**src/rtl/control_unit.sv**
```systemverilog
// Hardwired micro-step sequencer for the single-bus CPU datapath.
// One state per clock: fetch (T0-T2), then an opcode-selected execute sequence.
//
//   state  | meaning
//   RESET  | held while clr=0, all outputs idle
//   T0-T2  | instruction fetch (PC->MAR, PC+1, MDR->IR)
//   T3-T7  | execute steps selected by ir[31:27]
//   MEMW   | extra memory cycles when MEM_LAT > 1
//   HALT   | stopped until clr
module control_unit #(
  parameter int MEM_LAT = 1
) (
  input  logic        clock,
  input  logic        clr,
  input  logic [31:0] ir,
  input  logic        con_ff,
  output logic [31:0] enc_input,
  output logic [31:0] reg_enable,
  output logic [5:0]  ALU_Sel,
  output logic        read,
  output logic        write,
  output logic        incPC,
  output logic        Gra,
  output logic        Grb,
  output logic        Grc,
  output logic        Rin,
  output logic        Rout,
  output logic        BAout,
  output logic        conIn,
  output logic        run,
  output logic        illegal,
  output logic [3:0]  state
);

  localparam int CW = $clog2(MEM_LAT) + 1;
  localparam logic [CW-1:0] LAT_M1 = CW'(MEM_LAT - 1);

  localparam int B_ZLOW = 19;
  localparam int B_PC   = 20;
  localparam int B_IR   = 21;
  localparam int B_MDR  = 22;
  localparam int B_MAR  = 23;
  localparam int B_Y    = 24;
  localparam int B_C    = 25;

  localparam logic [4:0] OP_LD   = 5'b00000;
  localparam logic [4:0] OP_LDI  = 5'b00001;
  localparam logic [4:0] OP_ST   = 5'b00010;
  localparam logic [4:0] OP_ADD  = 5'b00011;
  localparam logic [4:0] OP_SUB  = 5'b00100;
  localparam logic [4:0] OP_AND  = 5'b00101;
  localparam logic [4:0] OP_OR   = 5'b00110;
  localparam logic [4:0] OP_ADDI = 5'b01100;
  localparam logic [4:0] OP_BR   = 5'b10010;
  localparam logic [4:0] OP_NOP  = 5'b11010;
  localparam logic [4:0] OP_HALT = 5'b11011;

  typedef enum logic [3:0] {
    S_RESET = 4'd0,
    S_T0    = 4'd1,
    S_T1    = 4'd2,
    S_T2    = 4'd3,
    S_T3    = 4'd4,
    S_T4    = 4'd5,
    S_T5    = 4'd6,
    S_T6    = 4'd7,
    S_T7    = 4'd8,
    S_MEMW  = 4'd9,
    S_HALT  = 4'd10
  } state_t;

  typedef enum logic [1:0] {
    R_FETCH = 2'd0,
    R_LD    = 2'd1,
    R_ST    = 2'd2
  } ret_t;

  state_t        state_q, state_d;
  ret_t          ret_q, ret_d;
  logic [CW-1:0] cnt_q, cnt_d;
  logic          illegal_q, illegal_d;

  logic [4:0] op;
  logic       legal;
  logic       last_cyc;
  logic       unused_ir;

  assign op        = ir[31:27];
  assign unused_ir = ^ir[26:0];
  assign last_cyc  = (cnt_q == '0);

  always_comb begin
    case (op)
      OP_LD, OP_LDI, OP_ST, OP_ADD, OP_SUB, OP_AND, OP_OR,
      OP_ADDI, OP_BR, OP_NOP, OP_HALT: legal = 1'b1;
      default:                         legal = 1'b0;
    endcase
  end

  always_ff @(posedge clock or negedge clr) begin
    if (!clr) begin
      state_q   <= S_RESET;
      ret_q     <= R_FETCH;
      cnt_q     <= '0;
      illegal_q <= 1'b0;
    end else begin
      state_q   <= state_d;
      ret_q     <= ret_d;
      cnt_q     <= cnt_d;
      illegal_q <= illegal_d;
    end
  end

  always_comb begin
    state_d   = state_q;
    ret_d     = ret_q;
    illegal_d = illegal_q;
    case (state_q)
      S_RESET: state_d = S_T0;
      S_T0:    state_d = S_T1;
      S_T1: begin
        if (last_cyc) state_d = S_T2;
        else begin
          state_d = S_MEMW;
          ret_d   = R_FETCH;
        end
      end
      S_T2:    state_d = S_T3;
      S_T3: begin
        if (!legal) illegal_d = 1'b1;
        if (op == OP_HALT)               state_d = S_HALT;
        else if (op == OP_NOP || !legal) state_d = S_T0;
        else                             state_d = S_T4;
      end
      S_T4:    state_d = S_T5;
      S_T5: begin
        if (op == OP_LD || op == OP_ST || op == OP_BR) state_d = S_T6;
        else                                           state_d = S_T0;
      end
      S_T6: begin
        if (op == OP_LD) begin
          if (last_cyc) state_d = S_T7;
          else begin
            state_d = S_MEMW;
            ret_d   = R_LD;
          end
        end else if (op == OP_ST) begin
          state_d = S_T7;
        end else begin
          state_d = S_T0;
        end
      end
      S_T7: begin
        if (op == OP_ST && !last_cyc) begin
          state_d = S_MEMW;
          ret_d   = R_ST;
        end else begin
          state_d = S_T0;
        end
      end
      S_MEMW: begin
        if (last_cyc) begin
          case (ret_q)
            R_FETCH: state_d = S_T2;
            R_LD:    state_d = S_T7;
            default: state_d = S_T0;
          endcase
        end
      end
      S_HALT:  state_d = S_HALT;
      default: state_d = S_RESET;
    endcase
  end

  // Down-counter: loaded one cycle before a memory access, terminal count marks its last cycle.
  always_comb begin
    cnt_d = (cnt_q != '0) ? (cnt_q - CW'(1)) : cnt_q;
    if (state_q == S_T0 || (state_q == S_T5 && op == OP_LD) ||
        (state_q == S_T6 && op == OP_ST))
      cnt_d = LAT_M1;
  end

  always_comb begin
    enc_input  = '0;
    reg_enable = '0;
    ALU_Sel    = '0;
    read       = 1'b0;
    write      = 1'b0;
    incPC      = 1'b0;
    Gra        = 1'b0;
    Grb        = 1'b0;
    Grc        = 1'b0;
    Rin        = 1'b0;
    Rout       = 1'b0;
    BAout      = 1'b0;
    conIn      = 1'b0;
    case (state_q)
      S_T0: begin
        enc_input[B_PC]    = 1'b1;
        reg_enable[B_MAR]  = 1'b1;
        reg_enable[B_ZLOW] = 1'b1;
        incPC              = 1'b1;
      end
      S_T1: begin
        enc_input[B_ZLOW] = 1'b1;
        reg_enable[B_PC]  = 1'b1;
        read              = 1'b1;
        reg_enable[B_MDR] = last_cyc;
      end
      S_MEMW: begin
        if (ret_q == R_ST) write = 1'b1;
        else begin
          read              = 1'b1;
          reg_enable[B_MDR] = last_cyc;
        end
      end
      S_T2: begin
        enc_input[B_MDR] = 1'b1;
        reg_enable[B_IR] = 1'b1;
      end
      S_T3: begin
        case (op)
          OP_LD, OP_LDI, OP_ST: begin
            Grb             = 1'b1;
            BAout           = 1'b1;
            reg_enable[B_Y] = 1'b1;
          end
          OP_ADD, OP_SUB, OP_AND, OP_OR, OP_ADDI: begin
            Grb             = 1'b1;
            Rout            = 1'b1;
            reg_enable[B_Y] = 1'b1;
          end
          OP_BR: begin
            Gra   = 1'b1;
            Rout  = 1'b1;
            conIn = 1'b1;
          end
          default: ;
        endcase
      end
      S_T4: begin
        case (op)
          OP_LD, OP_LDI, OP_ST, OP_ADDI: begin
            enc_input[B_C]     = 1'b1;
            reg_enable[B_ZLOW] = 1'b1;
          end
          OP_ADD, OP_SUB, OP_AND, OP_OR: begin
            Grc                = 1'b1;
            Rout               = 1'b1;
            reg_enable[B_ZLOW] = 1'b1;
            if (op == OP_SUB)      ALU_Sel = 6'd1;
            else if (op == OP_AND) ALU_Sel = 6'd2;
            else if (op == OP_OR)  ALU_Sel = 6'd3;
          end
          OP_BR: begin
            enc_input[B_PC] = 1'b1;
            reg_enable[B_Y] = 1'b1;
          end
          default: ;
        endcase
      end
      S_T5: begin
        case (op)
          OP_LD, OP_ST: begin
            enc_input[B_ZLOW] = 1'b1;
            reg_enable[B_MAR] = 1'b1;
          end
          OP_LDI, OP_ADD, OP_SUB, OP_AND, OP_OR, OP_ADDI: begin
            enc_input[B_ZLOW] = 1'b1;
            Gra               = 1'b1;
            Rin               = 1'b1;
          end
          OP_BR: begin
            enc_input[B_C]     = 1'b1;
            reg_enable[B_ZLOW] = 1'b1;
          end
          default: ;
        endcase
      end
      S_T6: begin
        case (op)
          OP_LD: begin
            read              = 1'b1;
            reg_enable[B_MDR] = last_cyc;
          end
          OP_ST: begin
            Gra               = 1'b1;
            Rout              = 1'b1;
            reg_enable[B_MDR] = 1'b1;
          end
          OP_BR: begin
            enc_input[B_ZLOW] = con_ff;
            reg_enable[B_PC]  = con_ff;
          end
          default: ;
        endcase
      end
      S_T7: begin
        case (op)
          OP_LD: begin
            enc_input[B_MDR] = 1'b1;
            Gra              = 1'b1;
            Rin              = 1'b1;
          end
          OP_ST:   write = 1'b1;
          default: ;
        endcase
      end
      default: ;
    endcase
  end

  assign run     = (state_q != S_RESET) && (state_q != S_HALT);
  assign illegal = illegal_q;
  assign state   = state_q;

endmodule
```
**config.mk**
```make
export PLATFORM = sky130hd
export DESIGN_NAME = control_unit
export DESIGN_NICKNAME = d
export VERILOG_FILES = /design/src/rtl/control_unit.sv
export SDC_FILE = /design/constraint.sdc
export NUM_CORES = 1
export LEC_CHECK = 0
export CORE_MARGIN = 3
export CORE_UTILIZATION = 34
export DETAILED_ROUTE_END_ITERATION = 12
export HOLD_SLACK_MARGIN = 0.03
export PLACE_DENSITY = 0.88
export SETUP_SLACK_MARGIN = 0.5
export SKIP_LAST_GASP = 1
export SLEW_MARGIN = 10
export SYNTH_ARGS = -nofsm -noshare
export SYNTH_HDL_FRONTEND = slang
export SYNTH_SLANG_ARGS = --single-unit
export TNS_END_PERCENT = 50
```
**constraint.sdc**
```tcl
create_clock -name clock -period 4 [get_ports clock]
set_input_delay 0.8 -clock clock [delete_from_list [all_inputs] [get_ports clock]]
set_output_delay 0.8 -clock clock [all_outputs]
set_load 0.01 [all_outputs]
```
==> results list <==
* Run status: completed
- Count of warnings emitted by yosys: 0
- The congestion estimate from routability-driven global placement came to 0.901.
- Clock-pin slew was measured on the worst setup and hold paths at 0.04 ns.
- Critical Path Slowest Stage Cell: sky130_fd_sc_hd__clkdlybuf4s50_1
- Setup repair after global routing could not meet its margin everywhere.
* GR met2 Demand/Resource: 20.9%
* Detailed placement HPWL: 2420 um
- Vias in the first global route: 1017
* Max-capacitance violation count: 0
- For the final database, setup skew stands at 0.00161 ns.
* Worst hold slack: 0.411 ns
- Max-slew violation count: 0
- For this run, the leading register cell type out of synthesis is sky130_fd_sc_hd__dfrtp_1.
- Path category of the worst min-delay check: register to register
- Worst-path maximum fanout: 15
- In this run the power density over the cells is 425 mW/mm2.
- Final setup violation count: 0
* Number of hold violations in the final report: 0
* Setup CP Type: primary input to primary output
- At the later pin of the worst-skew pair, clock insertion delay measures 0.22 ns.
- From synthesis to final layout, the design area changed by 22.7%.
- Number of antenna violations at the first check in global routing: 0
- Measured along the x axis, the die boundary spans 68.3 um.
- The die covers 0.00466 mm2.
* Clock tree from TritonCTS: built
- Fmax: 0.275 GHz
* Multi-input combinational cell area: 885 um2
* Area of the mapped netlist: 0.00132 mm2
- Detailed routing inserted a total of 1237 vias.
- The clock drives 7 sinks.
- The analysis attributes to cell leakage a power of 0.840 nW.
* IO Count: 121
* Vias per cell: 4.63
* Data arrival time of the critical path: 2.84 ns
* Post-synthesis cell type count: 47
- Global routing used 15.9% of the available met1 tracks.
* Setup_tns: 0 ns
- Total inserted antenna cells: 0
* Global-route track usage on met3: 1.48%
- Maximum single-stage delay on the critical path: 0.59 ns
- Cells fill 43.9% of the core in the end.
* Starting utilization of the core area: 35.8%
- Port buffering added 35 buffers.
- Counting flops with an async set or reset pin after synthesis yields a share of 100%.
- Fin crit period: 3.64 ns
- STA classifies the critical path endpoint as a primary output.
* Global-route wire length before repair: 4570 um
- Measured along the y axis, the die boundary spans 68.3 um.
- Total Power Consumption: 0.687 mW
* Final Net Count: 255
* Fraction of final layout cells with drive strength greater than 1: 10.5%
- The worst path uses 91.0% of the clock period.
- The cell sitting at the root of the clock tree is a sky130_fd_sc_hd__clkbuf_8.
* Residual overflow from global routing: 0
* Number of hold buffers added after CTS: 0
* Most frequent standard cell in the layout excluding fill and tap cells: sky130_fd_sc_hd__conb_1
* Clock buffers created by TritonCTS: 3
* Floorplan core area: 0.00369 mm2
- Top Family by Delay on Critical Path: buffers and inverters
* Reg area: 175 um2
- Final-layout fill cell count: 369
* Tightest slew margin relative to the limit: 64.6%
- After detailed routing, the number of remaining DRC violations is 0.
- Busiest metal layer after global routing: met2
- The library cells used most frequently in the layout, excluding fill and tap cells, are sky130_fd_sc_hd__conb_1 (58), sky130_fd_sc_hd__clkdlybuf4s50_1 (23), sky130_fd_sc_hd__nand2_1 (14).
- The floorplan has 22 rows.
* Total of flip-flops plus latches after synthesis: 7
* Number of antenna-violating nets in the routed design: 0
- Number of search-and-repair iterations in the first detailed-routing pass: 4
- Summing all placed instances gives a cell area of 0.00151 mm2.
- Bufs on Longest Clock Path: 2
- At the pin with the least slew margin, the transition time is 0.523 ns.
- Among the stages of the critical path, the cell type that occurs most often is sky130_fd_sc_hd__clkdlybuf4s50_1.
- Dividing the detail-routed wire length by the instance count gives 12.3 um.
* Sequential-to-total area share from yosys stat: 13.3%
- The synthesized design contains 0 enable-type register cells.
- Mean instance size in the synthesized netlist: 7.13 um2
* Overall Global Routing Usage: 12.5%
- Entering global routing, the biggest net connects 18 pins.
- For the worst setup path, the data required time is 3.20 ns.
- Summed over all layers, the routed wires come to 3270 um.
- CTS H-Tree Depth: 1
- Post-Layout Inst Area: 0.00162 mm2
* VDD IR max: 0.357 mV
- The worst setup path is launched from a primary input.
- Number of DRC markers in iteration 0: 66
- The number of buffers and inverters on the critical path is 3.
- Counting every instance in the synthesized netlist gives 185.
- CP Cell Sequence: clkdlybuf4s50_1 > buf_4 > nand2b_1 > a21oi_1 > o21bai_1 > o211ai_1 > clkdlybuf4s50_1
per-layer routing:
metal	part of all wire (%)	vias up
met1	40	563
met5	0	-
li1	-	594
met2	49	78
met4	0.92	0
met3	9.8	2
stage by stage:
| step | setup WS, ns | instances |
|---|---|---|
| detailed placement | 0.200 | 263 |
| global route | 0.284 | 267 |
| floorplan | 1.19 | 242 |
| global placement | 0.214 | 263 |
| CTS | 0.317 | 267 |
| finish | 0.360 | 267 |
power breakdown:
group          switching [mW]  leakage (nW)  internal [mW]
clock                  0.0256        0.0228         0.0685
sequential             0.0548        0.0880         0.0912
combinational           0.226         0.729          0.222
area by class of cell:
type	instances	area share, %
inverter	5	1.16
sequential	7	10.8
multi-input combinational	160	54.7
tap	48	3.71
timing repair buffer	43	26.8
clock buffer	4	2.78
synthesized netlist by cell type (all sizes together) (2+ instances only):
master,n,area [um2]
a21oi,6,30.0
a31oi,3,18.8
buf,66,475
clkbuf,4,15.0
dfrtp,7,175
inv,5,18.8
mux2i,2,20.0
nand2,14,52.6
nand2b,4,25.0
nand3,2,10.0
nand3b,2,15.0
nor2,11,43.8
nor2b,4,25.0
nor3,5,25.0
nor3b,2,15.0
nor4,3,18.8
o211ai,3,22.5
o21ai,7,35.0
o21bai,4,30.0
o22ai,2,12.5
o31ai,2,15.0
or3,4,30.0
or4,2,18.8
or4b,2,20.0
what timing repair did:
item | CTS | global route
resized for setup | 10 | 13
pin swaps | 0 | 1
gates cloned | 0 | 0
setup endpoints to repair | 13 | 16
setup buffers | 0 | 0
cells by family after synthesis:
family                 count (synthesis)  synth area share [%]
AND/OR/NAND/NOR                       64                  28.1
flip-flops                             7                  13.3
other                                  1                 0.284
AO/OA/AOI/OAI                         34                  16.9
XOR/XNOR                               2                  1.33
buffers and inverters                 75                  38.6
multiplexers                           2                  1.52
worst paths after layout:
| kind | startpoint | end | slack [ns] | cells after the start |
|---|---|---|---|---|
| setup / recovery | ir[29] | reg_enable[19] | 0.36 | 7 |
| hold / removal | ret_q[1] | ret_q[1] | 0.41 | 0 |
| setup reg to reg | state[1] | state[1] | 2.22 | 4 |
| hold reg to reg | ret_q[1] | ret_q[1] | 0.41 | 0 |
| max in group asynchronous | clr | state[3] | 2.94 | 1 |
| min in group asynchronous | clr | state[1] | 0.83 | 1 |
sequential cells by signal, summed over array words and instances, names as in the netlist:
register and flops:
ret_q 2, illegal 1, state 4
Power figures use the tool's default switching activity.
